[config.mk]
export PLATFORM = sky130hd
export DESIGN_NAME = load_store_unit
export DESIGN_NICKNAME = d
export VERILOG_FILES = /design/src/rtl/load_store_unit.sv
export SDC_FILE = /design/constraint.sdc
export NUM_CORES = 1
export LEC_CHECK = 0
export BUFFER_PORTS_ARGS = -buffer_cell sky130_fd_sc_hd__buf_2
export CELL_PAD_IN_SITES_DETAIL_PLACEMENT = 0
export CELL_PAD_IN_SITES_GLOBAL_PLACEMENT = 1
export CORE_UTILIZATION = 41
export DETAILED_ROUTE_END_ITERATION = 6
export GPL_TIMING_DRIVEN = 0
export PLACE_DENSITY = 0.82
export SYNTH_ARGS = -nofsm -noshare
export SYNTH_HDL_FRONTEND = slang
export SYNTH_SLANG_ARGS = --single-unit
[constraint.sdc]
create_clock -name i_Clock -period 4.5 [get_ports i_Clock]
set_clock_uncertainty 0.05 [all_clocks]
set_input_delay 0.45 -clock i_Clock [delete_from_list [all_inputs] [get_ports i_Clock]]
set_output_delay 0.45 -clock i_Clock [all_outputs]
set_load 0.05 [all_outputs]
[src/rtl/load_store_unit.sv]
// Load/store unit: latches one memory op from execute, runs the data-bus handshake,
// and returns extended load data. Build with LSU_TIMEOUT_EN for the handshake watchdog.
module load_store_unit #(
  parameter int XLEN           = 32,
  parameter int TIMEOUT_CYCLES = 255
) (
  input  logic            i_Clock,
  input  logic            i_Reset_N,
  input  logic            i_Start,
  input  logic [4:0]      i_Load_Store_Type,
  input  logic [XLEN-1:0] i_Addr,
  input  logic [XLEN-1:0] i_Store_Data,
  output logic            o_Busy,
  output logic            o_Done,
  output logic [XLEN-1:0] o_Load_Data,
  output logic            o_Misaligned,
  output logic            o_Bus_Error,
  output logic            o_Mem_Req,
  output logic            o_Mem_Write,
  output logic [XLEN-1:0] o_Mem_Addr,
  output logic [XLEN-1:0] o_Mem_Wdata,
  output logic [3:0]      o_Mem_Byte_En,
  input  logic            i_Mem_Ready,
  input  logic            i_Mem_Rvalid,
  input  logic [XLEN-1:0] i_Mem_Rdata
);

  // state     | meaning
  // IDLE      | waiting for i_Start with a valid type
  // REQ       | request on the bus until i_Mem_Ready
  // WAIT_RESP | load accepted, waiting for i_Mem_Rvalid
  // DONE      | one-cycle completion with status flags
  typedef enum logic [1:0] {IDLE, REQ, WAIT_RESP, DONE} state_t;

  localparam logic [4:0] T_LB = 5'd1, T_LH = 5'd2, T_LW = 5'd3, T_LBU = 5'd4,
                         T_LHU = 5'd5, T_SB = 5'd6, T_SH = 5'd7, T_SW = 5'd8;

  if (XLEN != 32 || TIMEOUT_CYCLES < 1) begin : g_cfg_check
    $error("load_store_unit: XLEN must be 32 and TIMEOUT_CYCLES at least 1");
  end

  state_t          state, state_next;
  logic [4:0]      typ_q;
  logic [XLEN-1:0] addr_q, data_q, load_data_q;
  logic            misaligned_q, bus_err_q;
  logic            accept, mis_in, is_store_q, timeout;
  logic [3:0]      be_int;
  logic [XLEN-1:0] wdata_int, load_ext;
  logic [7:0]      rbyte;
  logic [15:0]     rhalf;

  always_comb begin
    accept = 1'b0;
    mis_in = 1'b0;
    if (state == IDLE && i_Start && i_Load_Store_Type >= T_LB && i_Load_Store_Type <= T_SW)
      accept = 1'b1;
    if (i_Load_Store_Type == T_LH || i_Load_Store_Type == T_LHU || i_Load_Store_Type == T_SH)
      mis_in = i_Addr[0];
    else if (i_Load_Store_Type == T_LW || i_Load_Store_Type == T_SW)
      mis_in = |i_Addr[1:0];
    is_store_q = (typ_q == T_SB) || (typ_q == T_SH) || (typ_q == T_SW);
  end

`ifdef LSU_TIMEOUT_EN
  localparam int TMO_W = ($clog2(TIMEOUT_CYCLES + 1) > 8) ? $clog2(TIMEOUT_CYCLES + 1) : 8;
  localparam logic [TMO_W-1:0] TMO_LAST = TMO_W'(TIMEOUT_CYCLES - 1);
  logic [TMO_W-1:0] tmo_cnt;

  // Counter holds the number of cycles already spent in the current wait state.
  always_ff @(posedge i_Clock or negedge i_Reset_N) begin
    if (!i_Reset_N)
      tmo_cnt <= '0;
    else if (state_next != state)
      tmo_cnt <= '0;
    else if (state == REQ || state == WAIT_RESP)
      tmo_cnt <= tmo_cnt + 1'b1;
  end

  assign timeout = (state == REQ || state == WAIT_RESP) && (tmo_cnt == TMO_LAST);
`else
  assign timeout = 1'b0;
`endif

  always_comb begin
    state_next = state;
    case (state)
      IDLE:      if (accept) state_next = mis_in ? DONE : REQ;
      REQ: begin
        if (i_Mem_Ready)  state_next = is_store_q ? DONE : WAIT_RESP;
        else if (timeout) state_next = DONE;
      end
      WAIT_RESP: if (i_Mem_Rvalid || timeout) state_next = DONE;
      DONE:      state_next = IDLE;
      default:   state_next = IDLE;
    endcase
  end

  always_ff @(posedge i_Clock or negedge i_Reset_N) begin
    if (!i_Reset_N) begin
      state        <= IDLE;
      typ_q        <= '0;
      addr_q       <= '0;
      data_q       <= '0;
      load_data_q  <= '0;
      misaligned_q <= 1'b0;
      bus_err_q    <= 1'b0;
    end else begin
      state <= state_next;
      if (accept) begin
        typ_q        <= i_Load_Store_Type;
        addr_q       <= i_Addr;
        data_q       <= i_Store_Data;
        misaligned_q <= mis_in;
        bus_err_q    <= 1'b0;
      end
      if (state == WAIT_RESP && i_Mem_Rvalid)
        load_data_q <= load_ext;
      else if ((state == REQ && !i_Mem_Ready && timeout) ||
               (state == WAIT_RESP && timeout))
        bus_err_q <= 1'b1;
    end
  end

  always_comb begin
    be_int    = 4'b0000;
    wdata_int = '0;
    case (typ_q)
      T_SB: begin
        be_int    = 4'b0001 << addr_q[1:0];
        wdata_int = {4{data_q[7:0]}};
      end
      T_SH: begin
        be_int    = addr_q[1] ? 4'b1100 : 4'b0011;
        wdata_int = {2{data_q[15:0]}};
      end
      T_SW: begin
        be_int    = 4'b1111;
        wdata_int = data_q;
      end
      default: be_int = 4'b1111;
    endcase
  end

  always_comb begin
    case (addr_q[1:0])
      2'd0:    rbyte = i_Mem_Rdata[7:0];
      2'd1:    rbyte = i_Mem_Rdata[15:8];
      2'd2:    rbyte = i_Mem_Rdata[23:16];
      default: rbyte = i_Mem_Rdata[31:24];
    endcase
    rhalf = addr_q[1] ? i_Mem_Rdata[31:16] : i_Mem_Rdata[15:0];
    case (typ_q)
      T_LB:    load_ext = {{(XLEN-8){rbyte[7]}}, rbyte};
      T_LBU:   load_ext = {{(XLEN-8){1'b0}}, rbyte};
      T_LH:    load_ext = {{(XLEN-16){rhalf[15]}}, rhalf};
      T_LHU:   load_ext = {{(XLEN-16){1'b0}}, rhalf};
      default: load_ext = i_Mem_Rdata;
    endcase
  end

  // Bus fields are forced to zero outside REQ so nothing leaks while idle or in reset.
  assign o_Mem_Req     = (state == REQ);
  assign o_Mem_Write   = o_Mem_Req && is_store_q;
  assign o_Mem_Addr    = o_Mem_Req ? {addr_q[XLEN-1:2], 2'b00} : '0;
  assign o_Mem_Wdata   = o_Mem_Req ? wdata_int : '0;
  assign o_Mem_Byte_En = o_Mem_Req ? be_int : 4'b0000;
  assign o_Busy        = (state != IDLE);
  assign o_Done        = (state == DONE);
  assign o_Misaligned  = o_Done && misaligned_q;
  assign o_Bus_Error   = o_Done && bus_err_q;
  assign o_Load_Data   = load_data_q;

endmodule

==> results.yml, run 1 <==
status:
  status: "complete, no violations"
yosys:
  avgSynthCellArea_um2: 11.3
  synth.ff_latch_count: 104
  syn_inst: 518
  syn_area_um2: 5840
  synth_area_leader_cell: "dfrtp_1"
  synth_cell_types: 56
  synth.top_cell.area_share_pct: 44.6
  yosys_warnings: 0
  netlist_top_cells_area: "dfrtp_1 45%, mux2_4 17%, and2_1 4.5%"
  ys.flop_type: "dfrtp_1"
  synth_async_sr_flop_share_pct: 100
  synth_edf_count: 0
  ys_seq_area_share_pct: 44.6
finish:
  final_common_cell: "buf_2"
  final_cell_mix: "211 x buf_2, 104 x dfrtp_1, 67 x mux2_4, 54 x nand2_1, 42 x and2_1"
  regArea_um2: 2600
  stdcell_count: 925
  drive_gt1_share_pct: 44.0
  n_fill_cell: 1272
  n_antenna_cell: 0
  final_area_um2: 7490
  final_nets: 851
  multiInputGateArea_um2: 2950
  areaGrowthSynthToFinish_pct: 28.4
clock_tree:
  clk_pin_slew_worst_paths_ps: 70
  cts_setup_buffers: 0
  hold_buffers: 0
  clkSinkCount: 104
  cts.path.max_buffers: 2
  cts-resized-gates: 0
  insertion_delay_ps: 350
  htree_levels: 3
  cts_root_buf: "clkbuf_16"
  cts_made_buffers: 9
  cts_tree: "done"
detailed_routing:
  drtIter0Drc: 292
  met3_length_um: 1010
  wl_um: 15800
  viasPerCell: 5.19
  wl_met2_um: 7570
  met1_length_um: 6940
  routedWlPerCell_um: 17.0
  top_layer_used: "met5"
  drcViolationCount: 0
  drt.antenna.violating_nets: 0
  vias: 4803
  first_pass_iters: 6
timing:
  relSlewSlack_pct: 36.2
  rsz0062_at_grt: "no"
  setup_violations: 0
  final-max-slew-violation-count: 0
  finalSetupTns_ps: 0
  hold_viol: 0
  worst_pin_slew_ps: 949
  fmax_ghz: 0.302
  fin_crit_ps: 3310
  fin_crit_sh_pct: 73.5
flow_run:
  maxCapViolCount: 0
die:
  dieArea_um2: 14700
  core_area_um2: 13900
  die-height_um: 121
  die_x_um: 121
  rows: 43
  io_pins: 212
  initial_core_util_pct: 42.0
setup_path:
  r2r_cells: 7
  regToRegStartpoint: "state[1]"
  cp-end-kind: "output pin"
  crit_path_max_fanout: 8
  critPathKind: "register to output pin"
  r2r_slack_ps: 2350
  r2r_end: "data_q[12]"
  critPathLaunchType: "register"
  cp.required_ps: 4000
  worstPathArrival_ps: 2810
global_route:
  grt_pass1_wl_um: 24600
  grt_pass1_vias: 4795
  grt-ovfl-total: 0
  antenna_found_initial: 1
  grt_usage_pct: 21.5
  grt_max_degree: 62
power_and_ir_drop:
  p_per_area_nw_per_um2: 764
  ir_worst_vdd_uv: 355
  p_total_mw: 5.72
  p_leak_nw: 3.86
place:
  post-place-cells: 909
  io_buffer_count: 208
  finalWeightedCongestion: 0.847
  postPlaceCellArea_um2: 7140
  hpwl_um: 12100
hold_path:
  hold_path_class: "input pin to asynchronous set/reset pin"
[critical path, stage by stage (launching register included)]
cell     delay, ps
dfrtp_1        430
inv_1          140
ha_1           380
inv_1          180
nor3_1         800
a22o_1         260
buf_2          270
[worst max path at each step]
stage | from | end | slack (ps)
after floorplan | state[1] | o_Mem_Wdata[30] | 1590
final | state[1] | o_Mem_Wdata[19] | 1190
after detailed placement | state[1] | o_Mem_Wdata[16] | 1550
after global placement | state[1] | o_Mem_Wdata[18] | 1640
after CTS | state[1] | o_Mem_Wdata[16] | 1160
after global routing | state[1] | o_Mem_Wdata[19] | 990
[layout make-up]
type / instances / area share (%)
buffer: 35 / 3.52
clock buffer: 9 / 3.01
clock inverter: 7 / 1.69
inverter: 8 / 0.401
multi-input combinational: 373 / 39.3
sequential: 104 / 34.7
tap: 180 / 3.01
timing repair buffer: 209 / 14.3
[cell usage after synthesis (3+ instances only)]
library cell,instances
dfrtp_1,104
mux2_4,67
nand2_1,54
and2_1,42
a21oi_1,41
nor2_1,32
o21ai_0,22
clkbuf_1,18
a31oi_1,14
a22o_1,8
mux4_2,8
inv_1,7
mux2i_1,7
buf_12,6
nand2b_1,6
o211a_1,6
a22oi_1,5
ha_1,5
mux2_2,5
nand3_1,5
buf_2,4
buf_4,4
nor4_1,4
o21a_1,3
o31a_1,3
[routing by layer]
| layer | up-vias | GRT usage, % |
|---|---|---|
| met5 | - | 0 |
| met4 | 2 | 6.71 |
| met3 | 24 | 4.61 |
| met2 | 182 | 35.1 |
| met1 | 2315 | 28.4 |
| li1 | 2280 | - |
[metrics by stage]
stage               utilization, %  hold WS, ps  setup slack, ps
floorplan                        -          104             1590
global placement              51.2          410             1640
detailed placement            51.4          417             1550
CTS                           54.0         58.9             1160
global route                  54.0         78.4              991
finish                        54.0         38.8             1190
[where the power goes]
| part | leakage [nW] | total, mW | switching, mW | internal, mW |
|---|---|---|---|---|
| clock network | 0.168 | 0.921 | 0.370 | 0.551 |
| registers | 1.24 | 1.71 | 0.309 | 1.40 |
| logic | 2.45 | 3.10 | 1.96 | 1.14 |
[registers in the layout (all words and copies together), names as in the netlist]
register and cells:
misaligned_q 1, o_Load_Data 32, state 2, addr_q 32
data_q 32, typ_q 5
[cell families (layout without fill, tap and decap cells)]
kind of cell,after synthesis,after routing,synth area share [%]
AOI/OAI and AO/OA,114,114,12.3
other,1,3,0.0643
and+or+nand+nor,163,163,14.3
buffers and inverters,43,268,5.04
DFF,104,104,44.6
muxes,87,87,22.5
xor gates and xnor gates,1,1,0.150
adders and majority gates,5,5,1.07
Power figures use the tool's default switching activity.
==> inputs of run 2 (changes only) <==
- ABC_AREA: default -> 1
- CORE_UTILIZATION: 41 -> 31
- PLACE_DENSITY: 0.82 -> 0.73
- clock period: 4.5 -> 2.98 ns (I/O delays scaled with it)
==> results.yml, run 2 <==
place:
  postPlaceCellArea_um2: 7490
  post-place-cells: 1410
  dp_slack_ps: 438
  io_buffer_count: 208
  hpwl_um: 15300
  finalWeightedCongestion: 0.845
setup_path:
  cp_top_family: "simple AND/OR/NAND/NOR gates"
  critPathLaunchType: "register"
  crit_start: "typ_q[4]"
  crit_path_max_fanout: 10
  critical_path.max_stage_delay_ps: 410
  path_cells: "inv_2 -> nand2_1 -> nor2_1 -> nand2_1 -> nand2_1 -> nand2_1 -> nor2_1 -> buf_2"
  slowest_stage: "dfrtp_1"
  cp.required_ps: 2630
  crit_path_frequent_cell: "nand2_1"
  cp-end-kind: "output pin"
  critPathKind: "register to output pin"
  regToRegStartpoint: "state[0]"
  critPathBufInv: 2
  worstPathArrival_ps: 2410
global_route:
  grt_pass1_vias: 6034
  grt_usage_pct: 20.4
  antenna_found_initial: 2
  grt-ovfl-total: 0
  grt_pass1_wl_um: 31600
  grt_max_degree: 67
clock_tree:
  cts_made_buffers: 9
  cts_root_buf: "clkbuf_16"
  insertion_delay_ps: 360
  clk_pin_slew_worst_paths_ps: 80
  cts.path.max_buffers: 2
  cts_setup_buffers: 0
  clkSinkCount: 104
  cts_tree: "done"
  htree_levels: 3
timing:
  finalSetupTns_ps: 0
  setup_ws_ps: 224
  final-max-slew-violation-count: 0
  fmax_ghz: 0.363
  fin_crit_sh_pct: 92.5
  setup_violations: 0
  relSlewSlack_pct: 56.7
  worst_pin_slew_ps: 649
  fin_crit_ps: 2760
  hold_viol: 0
  holdWs_ps: 69.1
  rsz0062_at_grt: "no"
finish:
  regArea_um2: 2600
  final_common_cell: "nand2_1"
  areaGrowthSynthToFinish_pct: 28.1
  n_antenna_cell: 0
  multiInputGateArea_um2: 2850
  final_cell_mix: "527 x nand2_1, 219 x buf_2, 104 x dfrtp_1, 103 x inv_1, 50 x nor2_1"
  final_nets: 1273
  stdcell_count: 1427
  fin_util_pct: 41.1
  drive_gt1_share_pct: 23.6
  final_area_um2: 7800
  n_fill_cell: 2125
flow_run:
  maxCapViolCount: 0
detailed_routing:
  drt.antenna.violating_nets: 0
  viasPerCell: 4.35
  drcViolationCount: 0
  drtIter0Drc: 284
  wl_um: 20100
  first_pass_iters: 7
  vias: 6213
  routedWlPerCell_um: 14.1
hold_path:
  hold_path_class: "input pin to register"
  hp-start: "i_Addr[12]"
yosys:
  avgSynthCellArea_um2: 6.48
  synth_async_sr_flop_share_pct: 100
  synth_edf_count: 0
  synth_cell_types: 30
  synth.top_cell.area_share_pct: 42.8
  ys_seq_area_share_pct: 42.8
  netlist_top_cells_area: "dfrtp_1 43%, nand2_1 33%, inv_1 6.4%"
  synth_area_leader_cell: "dfrtp_1"
  syn_area_um2: 6090
  syn_inst: 939
  ys.flop_type: "dfrtp_1"
  synth.ff_latch_count: 104
  synthMostInstantiatedCell: "nand2_1"
  yosys_warnings: 0
  netlist_top_cells_count: "527 x nand2_1, 104 x dfrtp_1, 103 x inv_1"
die:
  die-height_um: 142
  dieArea_um2: 20200
  io_pins: 212
  die_x_um: 142
  initial_core_util_pct: 32.1
  rows: 50
  core_area_um2: 19000
power_and_ir_drop:
  p_per_area_nw_per_um2: 1130
  ir_worst_vdd_uv: 435
  p_leak_nw: 4.95
  p_total_mw: 8.78
status:
  status: "complete, no violations"
-- run 2: final cells by class --
type,instances,area share (%)
clock inverter,7,0.882
timing repair buffer,210,13.9
inverter,112,5.39
buffer,40,2.92
tap,260,4.17
multi-input combinational,685,36.5
clock buffer,9,2.89
sequential,104,33.4
-- run 2: layer usage --
metal | wire length, um | up-vias | global-route usage, %
met2 | 9090 | 180 | 32.7
li1 | - | 3238 | -
met5 | 18 | - | 0
met4 | 277 | 4 | 4.92
met3 | 1450 | 20 | 6.16
met1 | 9260 | 2771 | 26.8
-- run 2: worst reg2reg max path, delay by kind of cell (launching register included) --
| family | cells | cell delay [ps] |
|---|---|---|
| AND/OR/NAND/NOR | 3 | 520 |
| flip-flops | 1 | 430 |
| adder cells (fa/ha/maj) | 1 | 190 |
| buffers and inverters | 4 | 1070 |
-- run 2: logic make-up after synthesis --
family / after synthesis / share of synthesized area (%)
compound gates: 50 / 4.73
fa+ha+maj: 5 / 1.03
buf+inv: 152 / 10.6
flops: 104 / 42.8
other cells: 1 / 0.0616
simple gates: 627 / 40.8
-- run 2: power by group --
group	internal, mW	leakage, nW	switching, mW
registers	2.07	1.29	0.398
logic	1.35	3.52	3.75
clock network	0.592	0.145	0.611
total	4.01	4.95	4.76
-- run 2: worst paths after layout --
kind | endpoint | slack, ps | cells past startpoint
max in group asynchronous | data_q[15] | 1730 | 3
worst max-delay path | o_Mem_Wdata[7] | 220 | 8
worst min-delay path | addr_q[12] | 70 | 3
worst max register to register | o_Load_Data[12] | 670 | 8
min in group asynchronous | o_Load_Data[22] | 400 | 2
worst min register to register | o_Load_Data[29] | 420 | 2
-- run 2: repair_timing --
action / 4_1_cts / 5_1_grt
endpoints found under the setup margin: 0 / 47
hold endpoints to repair: 38 / 0
resized for setup: 0 / 5
hold buffers: 1 / 0
